File: src/rtl/wb_arbiter2_pkg.sv
// Shared types and bus widths for the wb_arbiter2 two-master Wishbone arbiter.
package wb_arbiter2_pkg;

   localparam int WB_ADR_W = 16;
   localparam int WB_DAT_W = 16;
   localparam int BURST_W  = 8;

   typedef enum logic [1:0] {
      IDLE = 2'd0,
      GNT0 = 2'd1,
      GNT1 = 2'd2
   } arb_state_t;

endpackage

File: src/rtl/wb_arb_pick.sv
// Combinational round-robin selector: with both masters requesting, the one
// that was not served last wins; a lone requester always wins.
module wb_arb_pick
   import wb_arbiter2_pkg::*;
(
   input  logic [1:0] req_i,
   input  logic       last_i,
   output logic [1:0] gnt_o
);

   // One-hot grant from the request pair and the last-served pointer
   always_comb begin
      gnt_o = 2'b00;
      case (req_i)
         2'b01:   gnt_o = 2'b01;
         2'b10:   gnt_o = 2'b10;
         2'b11:   gnt_o = last_i ? 2'b01 : 2'b10;
         default: gnt_o = 2'b00;
      endcase
   end

endmodule

File: src/rtl/wb_arbiter2.sv
// Two-master to one-slave Wishbone classic arbiter, round-robin with preemption
// after MAX_BURST acks. Optional stall watchdog enabled by WB_ARB_TIMEOUT_EN.
module wb_arbiter2
   import wb_arbiter2_pkg::*;
#(
   parameter int MAX_BURST = 8,
   parameter int TIMEOUT   = 16
) (
   input  logic                clk_i,
   input  logic                reset_ni,
   input  logic                m0_cyc_i,
   input  logic                m0_stb_i,
   input  logic                m0_we_i,
   input  logic [WB_ADR_W-1:0] m0_adr_i,
   input  logic [WB_DAT_W-1:0] m0_dat_w_i,
   output logic [WB_DAT_W-1:0] m0_dat_r_o,
   output logic                m0_ack_o,
   output logic                m0_err_o,
   input  logic                m1_cyc_i,
   input  logic                m1_stb_i,
   input  logic                m1_we_i,
   input  logic [WB_ADR_W-1:0] m1_adr_i,
   input  logic [WB_DAT_W-1:0] m1_dat_w_i,
   output logic [WB_DAT_W-1:0] m1_dat_r_o,
   output logic                m1_ack_o,
   output logic                m1_err_o,
   output logic                s_cyc_o,
   output logic                s_stb_o,
   output logic                s_we_o,
   output logic [WB_ADR_W-1:0] s_adr_o,
   output logic [WB_DAT_W-1:0] s_dat_w_o,
   input  logic [WB_DAT_W-1:0] s_dat_r_i,
   input  logic                s_ack_i
);

   localparam logic [BURST_W-1:0] MAX_B = BURST_W'(MAX_BURST);
   localparam logic [BURST_W-1:0] ONE_B = BURST_W'(1);

   arb_state_t          state_q, state_d;
   logic                last_q, last_d;
   logic [BURST_W-1:0]  burst_q, burst_d;

   logic                granted_s, sel1_s;
   logic                cyc_x_s, stb_x_s, we_x_s, other_cyc_s;
   logic [WB_ADR_W-1:0] adr_x_s;
   logic [WB_DAT_W-1:0] dat_w_x_s;
   logic [1:0]          req_s, gnt_s;
   logic                pick_last_s, preempt_s, wd_fire_s;

   assign granted_s   = (state_q != IDLE);
   assign sel1_s      = (state_q == GNT1);
   assign cyc_x_s     = sel1_s ? m1_cyc_i   : m0_cyc_i;
   assign stb_x_s     = sel1_s ? m1_stb_i   : m0_stb_i;
   assign we_x_s      = sel1_s ? m1_we_i    : m0_we_i;
   assign adr_x_s     = sel1_s ? m1_adr_i   : m0_adr_i;
   assign dat_w_x_s   = sel1_s ? m1_dat_w_i : m0_dat_w_i;
   assign other_cyc_s = sel1_s ? m0_cyc_i   : m1_cyc_i;

   // While granted the current owner counts as last-served, so the picker
   // hands over to the other master at exit and preemption points.
   assign req_s       = {m1_cyc_i, m0_cyc_i};
   assign pick_last_s = granted_s ? sel1_s : last_q;

   wb_arb_pick u_pick (
      .req_i  (req_s),
      .last_i (pick_last_s),
      .gnt_o  (gnt_s)
   );

   assign preempt_s = (MAX_B != {BURST_W{1'b0}}) && s_ack_i && other_cyc_s &&
                      ((burst_q + ONE_B) == MAX_B);

`ifdef WB_ARB_TIMEOUT_EN
   localparam int              WD_W    = (TIMEOUT > 2) ? $clog2(TIMEOUT) : 1;
   localparam logic [WD_W-1:0] WD_LAST = WD_W'(TIMEOUT - 1);
   localparam logic [WD_W-1:0] WD_ONE  = WD_W'(1);

   logic [WD_W-1:0] wd_q, wd_d;

   assign wd_fire_s = granted_s && stb_x_s && (wd_q == WD_LAST);

   // Stall counter: cycles with strobe high and no ack under the same grant
   always_comb begin
      wd_d = wd_q;
      if (!granted_s || s_ack_i || (state_d != state_q)) begin
         wd_d = {WD_W{1'b0}};
      end else if (stb_x_s) begin
         wd_d = wd_q + WD_ONE;
      end else begin
         wd_d = wd_q;
      end
   end

   // Watchdog register
   always_ff @(posedge clk_i or negedge reset_ni) begin
      if (!reset_ni) begin
         wd_q <= {WD_W{1'b0}};
      end else begin
         wd_q <= wd_d;
      end
   end
`else
   logic unused_timeout_s;
   assign unused_timeout_s = (TIMEOUT != 0);
   assign wd_fire_s        = 1'b0;
`endif

   // Slave-side mux and master responses, all combinational from the grant
   always_comb begin
      s_cyc_o    = 1'b0;
      s_stb_o    = 1'b0;
      s_we_o     = 1'b0;
      s_adr_o    = {WB_ADR_W{1'b0}};
      s_dat_w_o  = {WB_DAT_W{1'b0}};
      m0_ack_o   = 1'b0;
      m1_ack_o   = 1'b0;
      m0_err_o   = 1'b0;
      m1_err_o   = 1'b0;
      m0_dat_r_o = {WB_DAT_W{1'b0}};
      m1_dat_r_o = {WB_DAT_W{1'b0}};
      if (granted_s) begin
         s_cyc_o    = cyc_x_s;
         s_stb_o    = stb_x_s & ~wd_fire_s;
         s_we_o     = we_x_s;
         s_adr_o    = adr_x_s;
         s_dat_w_o  = dat_w_x_s;
         m0_ack_o   = ~sel1_s & s_ack_i & ~wd_fire_s;
         m1_ack_o   =  sel1_s & s_ack_i & ~wd_fire_s;
         m0_err_o   = ~sel1_s & wd_fire_s;
         m1_err_o   =  sel1_s & wd_fire_s;
         m0_dat_r_o = s_dat_r_i;
         m1_dat_r_o = s_dat_r_i;
      end else begin
         s_we_o     = 1'b0;
      end
   end

   // Next grant, last-served pointer and burst counter
   always_comb begin
      state_d = state_q;
      last_d  = last_q;
      burst_d = burst_q;
      case (state_q)
         IDLE: begin
            burst_d = {BURST_W{1'b0}};
            if (gnt_s[0]) begin
               state_d = GNT0;
            end else if (gnt_s[1]) begin
               state_d = GNT1;
            end else begin
               state_d = IDLE;
            end
         end
         GNT0, GNT1: begin
            if (wd_fire_s) begin
               state_d = IDLE;
            end else if (!cyc_x_s || preempt_s) begin
               case (gnt_s)
                  2'b01:   state_d = GNT0;
                  2'b10:   state_d = GNT1;
                  default: state_d = IDLE;
               endcase
            end else begin
               state_d = state_q;
            end
            if (state_d != state_q) begin
               last_d  = sel1_s;
               burst_d = {BURST_W{1'b0}};
            end else if (!other_cyc_s) begin
               burst_d = {BURST_W{1'b0}};
            end else if (s_ack_i && (burst_q != MAX_B)) begin
               burst_d = burst_q + ONE_B;
            end else begin
               burst_d = burst_q;
            end
         end
         default: begin
            state_d = IDLE;
            burst_d = {BURST_W{1'b0}};
         end
      endcase
   end

   // Arbiter state registers
   always_ff @(posedge clk_i or negedge reset_ni) begin
      if (!reset_ni) begin
         state_q <= IDLE;
         last_q  <= 1'b1;
         burst_q <= {BURST_W{1'b0}};
      end else begin
         state_q <= state_d;
         last_q  <= last_d;
         burst_q <= burst_d;
      end
   end

endmodule

File: config.mk
export PLATFORM = sky130hd
export DESIGN_NAME = wb_arbiter2
export DESIGN_NICKNAME = d
export VERILOG_FILES = /design/src/rtl/wb_arbiter2_pkg.sv /design/src/rtl/wb_arb_pick.sv /design/src/rtl/wb_arbiter2.sv
export SDC_FILE = /design/constraint.sdc
export NUM_CORES = 1
export LEC_CHECK = 0
export BUFFER_PORTS_ARGS = -buffer_cell sky130_fd_sc_hd__buf_2
export CELL_PAD_IN_SITES_DETAIL_PLACEMENT = 2
export CELL_PAD_IN_SITES_GLOBAL_PLACEMENT = 2
export CORE_MARGIN = 8
export CORE_UTILIZATION = 18
export DETAILED_ROUTE_END_ITERATION = 16
export GPL_TIMING_DRIVEN = 1
export PLACE_DENSITY = 0.83
export SYNTH_ARGS = -nofsm -noshare
export SYNTH_HDL_FRONTEND = slang
export SYNTH_HIERARCHICAL = 1
export SYNTH_SLANG_ARGS = --single-unit
File: constraint.sdc
create_clock -name clk_i -period 5.7 [get_ports clk_i]
set_input_delay 0.285 -clock clk_i [delete_from_list [all_inputs] [get_ports clk_i]]
set_output_delay 0.285 -clock clk_i [all_outputs]
set_load 0.02 [all_outputs]
==> impl_metrics.env <==
export IMPL_grt_max_degree=56
export IMPL_max_slew_margin_rel=0.328
export IMPL_r2r_start="state_q[1]"
export IMPL_post_route_drc_count=0
export IMPL_arrival_ns=3.45
export IMPL_worstSkewPairLatency_ns=0.24
export IMPL_syn2layout_area_growth_pct=50.9
export IMPL_setup_tns_ns=0
export IMPL_finalCritPeriodShare=0.578
export IMPL_min_path_type="in -> reg"
export IMPL_fmax_mhz=303
export IMPL_synth_top_area_cell="mux2i_1"
export IMPL_final_common_cell="buf_2"
export IMPL_grt_pass1_wl_mm=11.0
export IMPL_crit_required_ns=5.86
export IMPL_dpl_instance_area_um2=2350
export IMPL_hpwl_mm=6.47
export IMPL_grt_pass1_vias=2286
export IMPL_synthTopCellsByArea="mux2i_1, dfrtp_1, nor2_1"
export IMPL_rrSetupSlack_ns=2.40
export IMPL_initial_core_util=0.184
export IMPL_maxSlewViolCount=0
export IMPL_synthesis_area_um2=1590
export IMPL_critPathLaunch="state_q[1]"
export IMPL_finalHoldViolations=0
export IMPL_fill_cells=1052
export IMPL_syn_area_per_cell_um2=7.65
export IMPL_grt_ovfl_total=0
export IMPL_ios=160
export IMPL_die_w_um=110
export IMPL_clkSinkCount=11
export IMPL_critPathKind="reg -> reg"
export IMPL_p_leak_nw=1.28
export IMPL_final_cells=451
export IMPL_crit_path_max_fanout=55
export IMPL_tightestPinTransition_ns=1.01
export IMPL_placed_cells=446
export IMPL_dr_pass1_iters=4
export IMPL_ys_seq_elements=11
export IMPL_wirelength_mm=7.42
export IMPL_synthFlopType="dfrtp_1"
export IMPL_mostFrequentLayoutCells="buf_2, nor2_1, mux2i_1"
export IMPL_drt_iter0_markers=44
export IMPL_hold_buffers=1
export IMPL_fin_util=0.278
export IMPL_clk_pin_slew_ns=0.05
export IMPL_place_gp_congestion=0.738
export IMPL_port_buffers=157
export IMPL_fin_worst_skew_ns=0.00223
export IMPL_synth_async_reset_ratio=1.00
export IMPL_antenna_left=0
export IMPL_holdWs_ns=0.377
export IMPL_ir_drop_uv=141
export IMPL_rows=34
export IMPL_cts_buffers=3
export IMPL_setup_viol=0
export IMPL_fp_dieH_um=110
export IMPL_drive_gt1_frac=0.504
export IMPL_status="finished clean"
export IMPL_clockRootBuffer="clkbuf_8"
export IMPL_cts_buffer_depth=2
export IMPL_rsz0062_at_grt="false"
export IMPL_cp_start_kind="flop"
export IMPL_period_needed_ns=3.30
export IMPL_antenna_found_initial=0
export IMPL_cts_tree="done"
export IMPL_endpoint_kind="flop"
export IMPL_final_nets=438
export IMPL_core_um2=8640
export IMPL_vias_per_cell=4.36
export IMPL_hold_path_startpoint="s_ack_i"
export IMPL_h_tree_depth=1
export IMPL_vias=1965
export IMPL_postCtsSetupRepairBufs=0
export IMPL_synth_cell_type_count=37
export IMPL_syn_inst=208
export IMPL_synth_top_area_share=0.226
export IMPL_n_antenna_cell=0
export IMPL_powerDensity_nw_per_um2=407
export IMPL_yosysWarnings=6
export IMPL_maxCapViolCount=0
export IMPL_cts_resized=0
export IMPL_drt_wirelength_per_cell_um=16.5
export IMPL_synth_edf_count=0
export IMPL_track_usage=0.112
export IMPL_die_area_um2=12100
export IMPL_ys_seq_area_frac=0.174
export IMPL_finalInstanceArea_um2=2400
==> final timing paths <==
check,end,depth (start not counted)
max,last_q,9
min,burst_q[1],3
max reg2reg,last_q,9
min reg2reg,burst_q[1],2
max in group asynchronous,last_q,2
min in group asynchronous,burst_q[3],2
==> cell usage after synthesis, drive strengths merged, types with 2 or more instances <==
| master | instances |
|---|---|
| buf | 22 |
| nand4 | 4 |
| and2 | 2 |
| nor2 | 44 |
| nand2b | 3 |
| inv | 6 |
| nor3 | 2 |
| a21oi | 2 |
| nand3 | 4 |
| clkbuf | 7 |
| nor2b | 19 |
| mux2 | 3 |
| a21boi | 2 |
| o21ai | 2 |
| xnor2 | 4 |
| o211ai | 2 |
| ha | 5 |
| dfrtp | 10 |
| and3 | 2 |
| nor3b | 2 |
| xor2 | 3 |
| nand2 | 12 |
| mux2i | 36 |
==> layout make-up <==
type / count / area (um^2) / share of cell area
multi-input combinational: 163 / 1120 / 0.466
timing repair buffer: 159 / 803 / 0.334
inverter: 6 / 22.5 / 0.00938
sequential: 11 / 277 / 0.115
clock buffer: 4 / 45.0 / 0.0188
tap: 108 / 135 / 0.0563
==> kinds of logic after synthesis <==
| group | after synthesis | synth area share |
|---|---|---|
| other cells | 1 | 0.00236 |
| mux | 39 | 0.248 |
| fa+ha+maj | 5 | 0.0393 |
| compound gates | 13 | 0.0684 |
| simple gates | 97 | 0.302 |
| flops | 11 | 0.174 |
| xor+xnor | 7 | 0.0385 |
| buf+inv | 35 | 0.128 |
==> layer usage <==
metal	vias to the layer above	track usage	part of all wire
li1	942	-	-
met1	909	0.115	0.36
met2	104	0.211	0.53
met3	10	0.0337	0.089
met4	0	0.0357	0.023
met5	-	0	0
==> metrics by stage <==
step	worst slack [ns]	power, mW
6_report	2.40	0.979
5_1_grt	2.14	1.06
4_1_cts	2.34	1.01
3_5_place_dp	2.37	0.918
3_3_place_gp	2.52	0.895
2_1_floorplan	3.04	0.686
==> critical path, cell delays in order (launching register included) <==
cell and delay, ns:
dfrtp_1 0.43, inv_1 0.12, ha_2 0.84, mux2_2 0.43, a21boi_0 0.34, xor2_1 0.20, mux2i_1 0.09, o21ai_0 0.27
nand4_1 0.15, mux2_1 0.34
==> sequential cells by signal, summed over array words and instances, names as in the netlist <==
name     count
burst_q      8
last_q       1
state_q      2
==> power breakdown <==
group	internal, mW	switching, mW	leakage [nW]
combinational	0.274	0.524	1.11
clock	0.0491	0.0288	0.0228
sequential	0.0901	0.0123	0.148
total	0.413	0.565	1.28
No activity file was read; power rests on OpenSTA's default activity.
